File: src/rtl/multi_cycle_control_pkg.sv
// Shared definitions for the multi-cycle MIPS main control: opcode constants,
// state encodings, aluop / alu_src_b / pc_source select codes and the strobe bundle.
package multi_cycle_control_pkg;

    localparam int STATE_W = 4;

    typedef enum logic [STATE_W-1:0] {
        S_FETCH  = 4'h0,
        S_DECODE = 4'h1,
        S_MEMADR = 4'h2,
        S_MEMRD  = 4'h3,
        S_MEMWB  = 4'h4,
        S_MEMWR  = 4'h5,
        S_EXEC   = 4'h6,
        S_ALUWB  = 4'h7,
        S_BRANCH = 4'h8,
        S_ADDIEX = 4'h9,
        S_ADDIWB = 4'hA,
        S_JUMP   = 4'hB,
        S_RST    = 4'hF
    } state_t;

    localparam logic [5:0] OP_RTYPE = 6'b000000;
    localparam logic [5:0] OP_LW    = 6'b100011;
    localparam logic [5:0] OP_SW    = 6'b101011;
    localparam logic [5:0] OP_BEQ   = 6'b000100;
    localparam logic [5:0] OP_ADDI  = 6'b001000;
    localparam logic [5:0] OP_J     = 6'b000010;

    localparam logic [1:0] ALUOP_ADD   = 2'b00;
    localparam logic [1:0] ALUOP_SUB   = 2'b01;
    localparam logic [1:0] ALUOP_FUNCT = 2'b10;

    localparam logic [1:0] SRCB_B      = 2'b00;
    localparam logic [1:0] SRCB_FOUR   = 2'b01;
    localparam logic [1:0] SRCB_IMM    = 2'b10;
    localparam logic [1:0] SRCB_IMM_SH = 2'b11;

    localparam logic [1:0] PCSRC_ALU    = 2'b00;
    localparam logic [1:0] PCSRC_ALUOUT = 2'b01;
    localparam logic [1:0] PCSRC_JUMP   = 2'b10;

    typedef struct packed {
        logic       pc_en;
        logic       iord;
        logic       mem_read;
        logic       mem_write;
        logic       ir_write;
        logic       reg_dst;
        logic       mem_to_reg;
        logic       reg_write;
        logic       alu_src_a;
        logic [1:0] alu_src_b;
        logic [1:0] aluop;
        logic [1:0] pc_source;
    } ctrl_t;

endpackage

File: src/rtl/multi_cycle_control_if.sv
// Control <-> datapath bundle: opcode/zero/mem_ready in, strobes out.
// master = control FSM side, slave = datapath side.
interface multi_cycle_control_if;
    import multi_cycle_control_pkg::*;

    logic [5:0]         opcode;
    logic               zero;
    logic               mem_ready;
    logic               pc_en;
    logic               iord;
    logic               mem_read;
    logic               mem_write;
    logic               ir_write;
    logic               reg_dst;
    logic               mem_to_reg;
    logic               reg_write;
    logic               alu_src_a;
    logic [1:0]         alu_src_b;
    logic [1:0]         aluop;
    logic [1:0]         pc_source;
    logic               illegal;
    logic [STATE_W-1:0] state_dbg;

    modport master (
        input  opcode, zero, mem_ready,
        output pc_en, iord, mem_read, mem_write, ir_write,
        output reg_dst, mem_to_reg, reg_write, alu_src_a,
        output alu_src_b, aluop, pc_source, illegal, state_dbg
    );

    modport slave (
        output opcode, zero, mem_ready,
        input  pc_en, iord, mem_read, mem_write, ir_write,
        input  reg_dst, mem_to_reg, reg_write, alu_src_a,
        input  alu_src_b, aluop, pc_source, illegal, state_dbg
    );

endinterface

File: src/rtl/multi_cycle_ctrl_decode.sv
// Combinational state -> strobe table. Inputs: state, mem_ready, zero.
// Output: ctrl bundle. Optional JUMP row under MULTI_CTRL_JUMP_EN.
module multi_cycle_ctrl_decode
    import multi_cycle_control_pkg::*;
(
    input  state_t state,
    input  logic   mem_ready,
    input  logic   zero,
    output ctrl_t  ctrl
);

    always_comb begin
        ctrl = '0;
        case (state)
            S_FETCH: begin
                // IR load and PC+4 only land when the fetch completes
                ctrl.mem_read  = 1'b1;
                ctrl.ir_write  = mem_ready;
                ctrl.pc_en     = mem_ready;
                ctrl.alu_src_b = SRCB_FOUR;
                ctrl.aluop     = ALUOP_ADD;
                ctrl.pc_source = PCSRC_ALU;
            end
            S_DECODE: begin
                ctrl.alu_src_b = SRCB_IMM_SH;
                ctrl.aluop     = ALUOP_ADD;
            end
            S_MEMADR, S_ADDIEX: begin
                ctrl.alu_src_a = 1'b1;
                ctrl.alu_src_b = SRCB_IMM;
                ctrl.aluop     = ALUOP_ADD;
            end
            S_MEMRD: begin
                ctrl.mem_read = 1'b1;
                ctrl.iord     = 1'b1;
            end
            S_MEMWB: begin
                ctrl.reg_write  = 1'b1;
                ctrl.mem_to_reg = 1'b1;
            end
            S_MEMWR: begin
                ctrl.mem_write = 1'b1;
                ctrl.iord      = 1'b1;
            end
            S_EXEC: begin
                ctrl.alu_src_a = 1'b1;
                ctrl.alu_src_b = SRCB_B;
                ctrl.aluop     = ALUOP_FUNCT;
            end
            S_ALUWB: begin
                ctrl.reg_write = 1'b1;
                ctrl.reg_dst   = 1'b1;
            end
            S_BRANCH: begin
                ctrl.alu_src_a = 1'b1;
                ctrl.alu_src_b = SRCB_B;
                ctrl.aluop     = ALUOP_SUB;
                ctrl.pc_source = PCSRC_ALUOUT;
                ctrl.pc_en     = zero;
            end
            S_ADDIWB: begin
                ctrl.reg_write = 1'b1;
            end
`ifdef MULTI_CTRL_JUMP_EN
            S_JUMP: begin
                ctrl.pc_source = PCSRC_JUMP;
                ctrl.pc_en     = 1'b1;
            end
`endif
            default: ctrl = '0;
        endcase
    end

endmodule

File: src/rtl/multi_cycle_control.sv
// Main control FSM for the multi-cycle MIPS datapath (state, next-state, illegal flag).
// Ports: clk, rst_n (async, active low), bus (master). Option: MULTI_CTRL_JUMP_EN.
module multi_cycle_control
    import multi_cycle_control_pkg::*;
(
    input  logic                  clk,
    input  logic                  rst_n,
    multi_cycle_control_if.master bus
);

    state_t state;
    logic   illegal;
    ctrl_t  ctrl;

    always_ff @(posedge clk or negedge rst_n) begin
        if (!rst_n) begin
            state   <= S_RST;
            illegal <= 1'b0;
        end else begin
            case (state)
                S_RST:    state <= S_FETCH;
                S_FETCH:  if (bus.mem_ready) state <= S_DECODE;
                S_DECODE: begin
                    case (bus.opcode)
                        OP_RTYPE:     state <= S_EXEC;
                        OP_LW, OP_SW: state <= S_MEMADR;
                        OP_BEQ:       state <= S_BRANCH;
                        OP_ADDI:      state <= S_ADDIEX;
`ifdef MULTI_CTRL_JUMP_EN
                        OP_J:         state <= S_JUMP;
`endif
                        default: begin
                            illegal <= 1'b1;
                            state   <= S_FETCH;
                        end
                    endcase
                end
                S_MEMADR: begin
                    if (bus.opcode == OP_SW) state <= S_MEMWR;
                    else                     state <= S_MEMRD;
                end
                S_MEMRD:  if (bus.mem_ready) state <= S_MEMWB;
                S_MEMWB:  state <= S_FETCH;
                S_MEMWR:  if (bus.mem_ready) state <= S_FETCH;
                S_EXEC:   state <= S_ALUWB;
                S_ALUWB:  state <= S_FETCH;
                S_BRANCH: state <= S_FETCH;
                S_ADDIEX: state <= S_ADDIWB;
                S_ADDIWB: state <= S_FETCH;
                default:  state <= S_FETCH;
            endcase
        end
    end

    multi_cycle_ctrl_decode u_decode (
        .state     (state),
        .mem_ready (bus.mem_ready),
        .zero      (bus.zero),
        .ctrl      (ctrl)
    );

    assign bus.pc_en      = ctrl.pc_en;
    assign bus.iord       = ctrl.iord;
    assign bus.mem_read   = ctrl.mem_read;
    assign bus.mem_write  = ctrl.mem_write;
    assign bus.ir_write   = ctrl.ir_write;
    assign bus.reg_dst    = ctrl.reg_dst;
    assign bus.mem_to_reg = ctrl.mem_to_reg;
    assign bus.reg_write  = ctrl.reg_write;
    assign bus.alu_src_a  = ctrl.alu_src_a;
    assign bus.alu_src_b  = ctrl.alu_src_b;
    assign bus.aluop      = ctrl.aluop;
    assign bus.pc_source  = ctrl.pc_source;
    assign bus.illegal    = illegal;
    assign bus.state_dbg  = state;

endmodule

File: src/flat_wrapper.sv
// flat-port wrapper written by rule: the top's interface ports become plain ports
module multi_cycle_control_flat import multi_cycle_control_pkg::*;
  (clk, rst_n, bus_opcode, bus_zero, bus_mem_ready, bus_pc_en, bus_iord, bus_mem_read, bus_mem_write, bus_ir_write, bus_reg_dst, bus_mem_to_reg, bus_reg_write, bus_alu_src_a, bus_alu_src_b, bus_aluop, bus_pc_source, bus_illegal, bus_state_dbg);
  multi_cycle_control_if bus_i ();
  input  logic clk;
  input  logic rst_n;
  input wire logic [$bits(bus_i.opcode)-1:0] bus_opcode;
  input wire logic [$bits(bus_i.zero)-1:0] bus_zero;
  input wire logic [$bits(bus_i.mem_ready)-1:0] bus_mem_ready;
  output wire logic [$bits(bus_i.pc_en)-1:0] bus_pc_en;
  output wire logic [$bits(bus_i.iord)-1:0] bus_iord;
  output wire logic [$bits(bus_i.mem_read)-1:0] bus_mem_read;
  output wire logic [$bits(bus_i.mem_write)-1:0] bus_mem_write;
  output wire logic [$bits(bus_i.ir_write)-1:0] bus_ir_write;
  output wire logic [$bits(bus_i.reg_dst)-1:0] bus_reg_dst;
  output wire logic [$bits(bus_i.mem_to_reg)-1:0] bus_mem_to_reg;
  output wire logic [$bits(bus_i.reg_write)-1:0] bus_reg_write;
  output wire logic [$bits(bus_i.alu_src_a)-1:0] bus_alu_src_a;
  output wire logic [$bits(bus_i.alu_src_b)-1:0] bus_alu_src_b;
  output wire logic [$bits(bus_i.aluop)-1:0] bus_aluop;
  output wire logic [$bits(bus_i.pc_source)-1:0] bus_pc_source;
  output wire logic [$bits(bus_i.illegal)-1:0] bus_illegal;
  output wire logic [$bits(bus_i.state_dbg)-1:0] bus_state_dbg;
  assign bus_i.opcode = bus_opcode;
  assign bus_i.zero = bus_zero;
  assign bus_i.mem_ready = bus_mem_ready;
  assign bus_pc_en = bus_i.pc_en;
  assign bus_iord = bus_i.iord;
  assign bus_mem_read = bus_i.mem_read;
  assign bus_mem_write = bus_i.mem_write;
  assign bus_ir_write = bus_i.ir_write;
  assign bus_reg_dst = bus_i.reg_dst;
  assign bus_mem_to_reg = bus_i.mem_to_reg;
  assign bus_reg_write = bus_i.reg_write;
  assign bus_alu_src_a = bus_i.alu_src_a;
  assign bus_alu_src_b = bus_i.alu_src_b;
  assign bus_aluop = bus_i.aluop;
  assign bus_pc_source = bus_i.pc_source;
  assign bus_illegal = bus_i.illegal;
  assign bus_state_dbg = bus_i.state_dbg;
  multi_cycle_control u_core (.clk(clk), .rst_n(rst_n), .bus(bus_i));
endmodule
File: config.mk
export PLATFORM = sky130hd
export DESIGN_NAME = multi_cycle_control_flat
export DESIGN_NICKNAME = d
export VERILOG_FILES = /design/src/rtl/multi_cycle_control_pkg.sv /design/src/rtl/multi_cycle_control_if.sv /design/src/rtl/multi_cycle_ctrl_decode.sv /design/src/rtl/multi_cycle_control.sv /design/src/flat_wrapper.sv
export SDC_FILE = /design/constraint.sdc
export NUM_CORES = 1
export LEC_CHECK = 0
export CELL_PAD_IN_SITES_DETAIL_PLACEMENT = 0
export CELL_PAD_IN_SITES_GLOBAL_PLACEMENT = 2
export CORE_MARGIN = 2
export CORE_UTILIZATION = 19
export CTS_BUF_LIST = sky130_fd_sc_hd__clkbuf_16
export CTS_CLUSTER_SIZE = 30
export DETAILED_ROUTE_END_ITERATION = 12
export PLACE_DENSITY_LB_ADDON = 0.1
export SLEW_MARGIN = 25
export SYNTH_ARGS = -nofsm -noshare
export SYNTH_HDL_FRONTEND = slang
export SYNTH_SLANG_ARGS = --single-unit
export TNS_END_PERCENT = 30
File: constraint.sdc
create_clock -name clk -period 1.5 [get_ports clk]
set_clock_uncertainty 0.05 [all_clocks]
set_input_delay 0.15 -clock clk [delete_from_list [all_inputs] [get_ports clk]]
set_output_delay 0.15 -clock clk [all_outputs]
set_load 0.01 [all_outputs]
# Word-level counts from Yosys, hierarchy flattened
# Cells that the tools add are included.
[classes]
muxes = 17
multipliers = 0
add_sub_neg = 0
n_eq_ne = 17
n_lt_le_gt_ge = 0
bitwise_logic = 1
div = 0
n_reduce_logical = 11
shift = 0
[op_table]
columns = ["cell", "count"]
rows = [
  ["$pmux 4 s7", 1],
  ["$pmux 4 s5", 1],
  ["$eq 4x3->1 const B", 4],
  ["$pmux 4 s4", 1],
  ["$eq 4x4->1 const B", 3],
  ["$eq 6x6->1 const B", 2],
  ["$mux 4", 3],
  ["$mux 1", 9],
  ["$eq 4x2->1 const B", 2],
  ["$reduce_or 2->1", 4],
  ["$eq 6x3->1 const B", 1],
  ["$eq 6x4->1 const B", 1],
  ["$logic_not 6->1", 1],
  ["$ne 2x2->1 const B", 3],
  ["$reduce_or 5->1", 1],
  ["$eq 4x1->1 const B", 1],
  ["$logic_not 4->1", 1],
  ["$reduce_or 4->1", 1],
  ["$mux 3", 1],
  ["$reduce_and 3->1", 1],
  ["$reduce_or 3->1", 1],
  ["$pmux 1 s2", 1],
  ["$reduce_and 2->1", 1],
  ["$not 1->1", 1],
]
[totals]
rom_bits = 0
mem_count = 0
register_bits = 5
wordCells = 48
latch_bits = 0
ramBits = 0

# Logic depth before layout (Yosys ltp)
[depth]
depth_word = 4
depth_mapped = 5

# Hierarchy
# A second synthesis with hierarchy kept.
[unflattened]
cells_unflattened = 70
area_unflattened_um2 = 574.3
[modules_own_cells]
columns = ["module", "instances", "area_per_inst_um2", "cells_each"]
rows = [
  ["multi_cycle_control", 1, 357.8, 40],
  ["multi_cycle_ctrl_decode", 1, 216.5, 30],
]

# Least setup slack after synthesis
# OpenSTA, ideal clock, no wires.
[synth_path]
path_type = "register -> output"
startpoint = "register u_core.state[0], in the netlist u_core.bus.state_dbg[0]"
endpoint = "output bus_ir_write"
path_stages_with_launch = 5
setup_slack_ns = -0.057
n_path_buf = 2
arrival_ns = 1.357
path_cell_list = "dfstp_2 > buf_2 > or2_1 > clkbuf_1 > nor4b_1"
[synth_via]
elab_chain_len = 2
[synth_lines]
columns = ["element", "line_no", "source"]
rows = [
  ["start, declared", "multi_cycle_control.sv:11", "state_t state;"],
  ["start signal, assigned", "multi_cycle_control.sv:17", "state <= S_RST;"],
  ["start signal, assigned", "multi_cycle_control.sv:21", "S_RST: state <= S_FETCH;"],
  ["start signal, assigned", "multi_cycle_control.sv:22", "S_FETCH: if (bus.mem_ready) state <= S_DECODE;"],
  ["$logic_not 4->1", "multi_cycle_ctrl_decode.sv:14", "case (state)"],
  ["$mux 1", "multi_cycle_ctrl_decode.sv:14", ""],
  ["end, declared", "flat_wrapper.sv:14", "output wire logic [$bits(bus_i.ir_write)-1:0] bus_ir_write;"],
]
# Every way passes these cells.

# Worst setup path after layout
[layout_path]
startpoint = "register u_core.state[2], in the netlist u_core.bus.state_dbg[2]"
endpoint = "output bus_reg_write"
[layout_via]
elab_chain_len = 3
word_cells_on_any_way = 5
cone_classes = "3 x eq/ne; 1 x mux; 1 x reduce/logical"
[layout_lines]
columns = ["element", "line_no", "source"]
rows = [
  ["$eq 4x4->1 or $eq 4x3->1 (tied branches)", "multi_cycle_ctrl_decode.sv:14", ""],
  ["$reduce_or 3->1 (no source line) (*)", "--", ""],
  ["$mux 1 (*)", "multi_cycle_ctrl_decode.sv:14", ""],
  ["end, declared", "flat_wrapper.sv:17", "output wire logic [$bits(bus_i.reg_write)-1:0] bus_reg_write;"],
]
# Every way passes the cells marked *; elsewhere a longest branch is shown, timed or not.

==> metrics.csv <==
metric,value,unit
yosys_most_used_dff,dfstp_2,
vias,745,
routabilityCongestion,0.724,
wire_per_inst,12.3,um
worstPathMaxFanout,3,
period_share,103,%
vdd_ir_drop_max,0.000737,V
num_rows,19,
finalNetCount,142,
insertion_delay,0.23,ns
ios,30,
fin_crit,1.55,ns
io_buffers,28,
diodes,0,
p_per_area,1740,mW/mm^2
die_w,57.7,um
ys_seq_elements,5,
drc_errors,0,
worst-setup-path-type,flip-flop to output pin,
grt.overflow.total,0,
syn_area_per_cell,7.41,sq um
grt_setup_unrepaired,yes,
cts.sinks,5,
seq_area_frac_synth,23.7,%
drive_gt1_share,52.7,%
antenna_left,0,
cp_data_required_time,1.30,ns
finalMaxSlewViolations,0,
antenna_found_initial,0,
ctsHtreeMaxLevel,1,
groute.usage.overall,12.6,%
final_common_cell,buf_4,
syn_to_final_growth,121,%
drv_cap,0,
synth.net_count,84,
fin_ws,-0.0499,ns
crit_path_start_kind,flip-flop,
clk_pin_slew,0.03,ns
dp_hpwl,1.42,mm
setup_violations,9,
clk_path_buf_depth,2,
final_area,0.00121,sq mm
placed_area,981,sq um
core-area,0.00276,sq mm
yosysWarnings,0,
async_flop_share,100,%
grt_max_degree,12,
status,"finished, violations left",
dieArea,0.00333,sq mm
yosys.cell_types.count,37,
hold_viol,0,
mostFrequentLayoutCells,"buf_4, clkdlybuf4s50_1, buf_2, buf_6, nor2_1",
fin_util,44.0,%
synth_edf_count,0,
dp_cells,145,
whs,0.101,ns
grt_pass1_wl,3.25,mm
cts_buffers,3,
clock-root-buffer,clkbuf_16,
start_util,19.9,%
netlist_instances,74,
end_kind,output pin,
leakagePower,0.564,nW
viasPerCell,4.60,
finalNonFillerCells,162,
fin_tns_setup,-0.161,ns
cts_tree,built,
fmax,645,MHz
synth_area,548,sq um
arrival,1.35,ns
drt_first_pass_iters,2,
die_y,57.7,um
hold_class,input port to async pin,
drt-total-wl,2.00,mm
violations,negative setup slack,
grt_pass1_vias,715,
drt_iter0_markers,9,
kinds of logic after synthesis:
logic type                count (synthesis)  share of synthesized area [%]
and+or+nand+nor                          36                           35.8
AOI/OAI and AO/OA                        17                           22.6
buffers and inverters                    10                           8.45
DFF                                       5                           23.7
muxes                                     3                           5.48
xor gates and xnor gates                  2                           3.20
other                                     1                          0.684
report_power, final:
| part | switching (W) | internal, W |
|---|---|---|
| combinational | 0.000618 | 0.000799 |
| clock | 0.0000916 | 0.000346 |
| sequential | 0.0000539 | 0.000197 |
| total | 0.000764 | 0.00134 |
registers in the layout, summed over array words and instances (netlist names):
name,count
u_core.bus.illegal,1
u_core.bus.state_dbg,4
repair_timing:
action,in CTS,in global routing
endpoints found under the setup margin,20,19
pin swaps,3,4
cloned,0,0
setup buffers,6,7
endpoints found under the hold margin,0,0
hold buffers,0,0
gates resized for setup,66,20
metal layers:
metal / wire length [um] / vias up / global-route usage (%)
li1: - / 379 / -
met5: 0 / - / 0
met3: 82 / 2 / 1.56
met1: 875 / 346 / 16.4
met4: 21 / 0 / 5.98
met2: 1020 / 18 / 20.5
Yosys cell counts (all sizes together), types with 2 or more instances:
cell	count	area, sq um
clkbuf	2	7.51
a21oi	3	15.0
buf	5	27.5
nand2	3	11.3
dfstp	4	105
nor4b	2	23.8
or2	2	12.5
mux2i	3	30.0
o311ai	2	25.0
and3	2	12.5
nand2b	5	31.3
nor3	6	30.0
nor2	11	41.3
inv	3	11.3
o21ai	3	15.0
stage by stage:
stage / setup WS [ns] / total power [W]
floorplan: -0.0386 / 0.000789
global route: -0.0975 / 0.00225
CTS: -0.174 / 0.00193
global placement: -0.271 / 0.00142
finish: -0.0499 / 0.00211
detailed placement: -0.239 / 0.00141
final timing paths:
| kind | start | endpoint | slack (ns) | cells past startpoint |
|---|---|---|---|---|
| max | u_core.bus.state_dbg[2] | bus_reg_write | -0.05 | 5 |
| min | rst_n | u_core.bus.illegal | 0.10 | 1 |
| max reg2reg | u_core.bus.state_dbg[0] | u_core.bus.state_dbg[2] | -0.01 | 5 |
| min reg2reg | u_core.bus.illegal | u_core.bus.illegal | 0.54 | 2 |
| max in group asynchronous | rst_n | u_core.bus.state_dbg[0] | 1.04 | 1 |
| min in group clk | u_core.bus.illegal | u_core.bus.illegal | 0.54 | 2 |
cell type report:
type                            count  area [sq um]
Fill cell                         291          1540
Timing Repair Buffer               60           502
Multi-Input combinational cell     59           453
Sequential cell                     5           130
Clock buffer                        3          75.1
Tap cell                           31          38.8
Inverter                            3          11.3
Clock inverter                      1          3.75
critical path, stage by stage, from the launching register on:
cell and delay, ns:
dfstp_2 0.54, buf_6 0.11, nand2b_4 0.12, mux2i_1 0.06
a21o_1 0.15, buf_2 0.13
No activity file was read; power rests on OpenSTA's default activity.
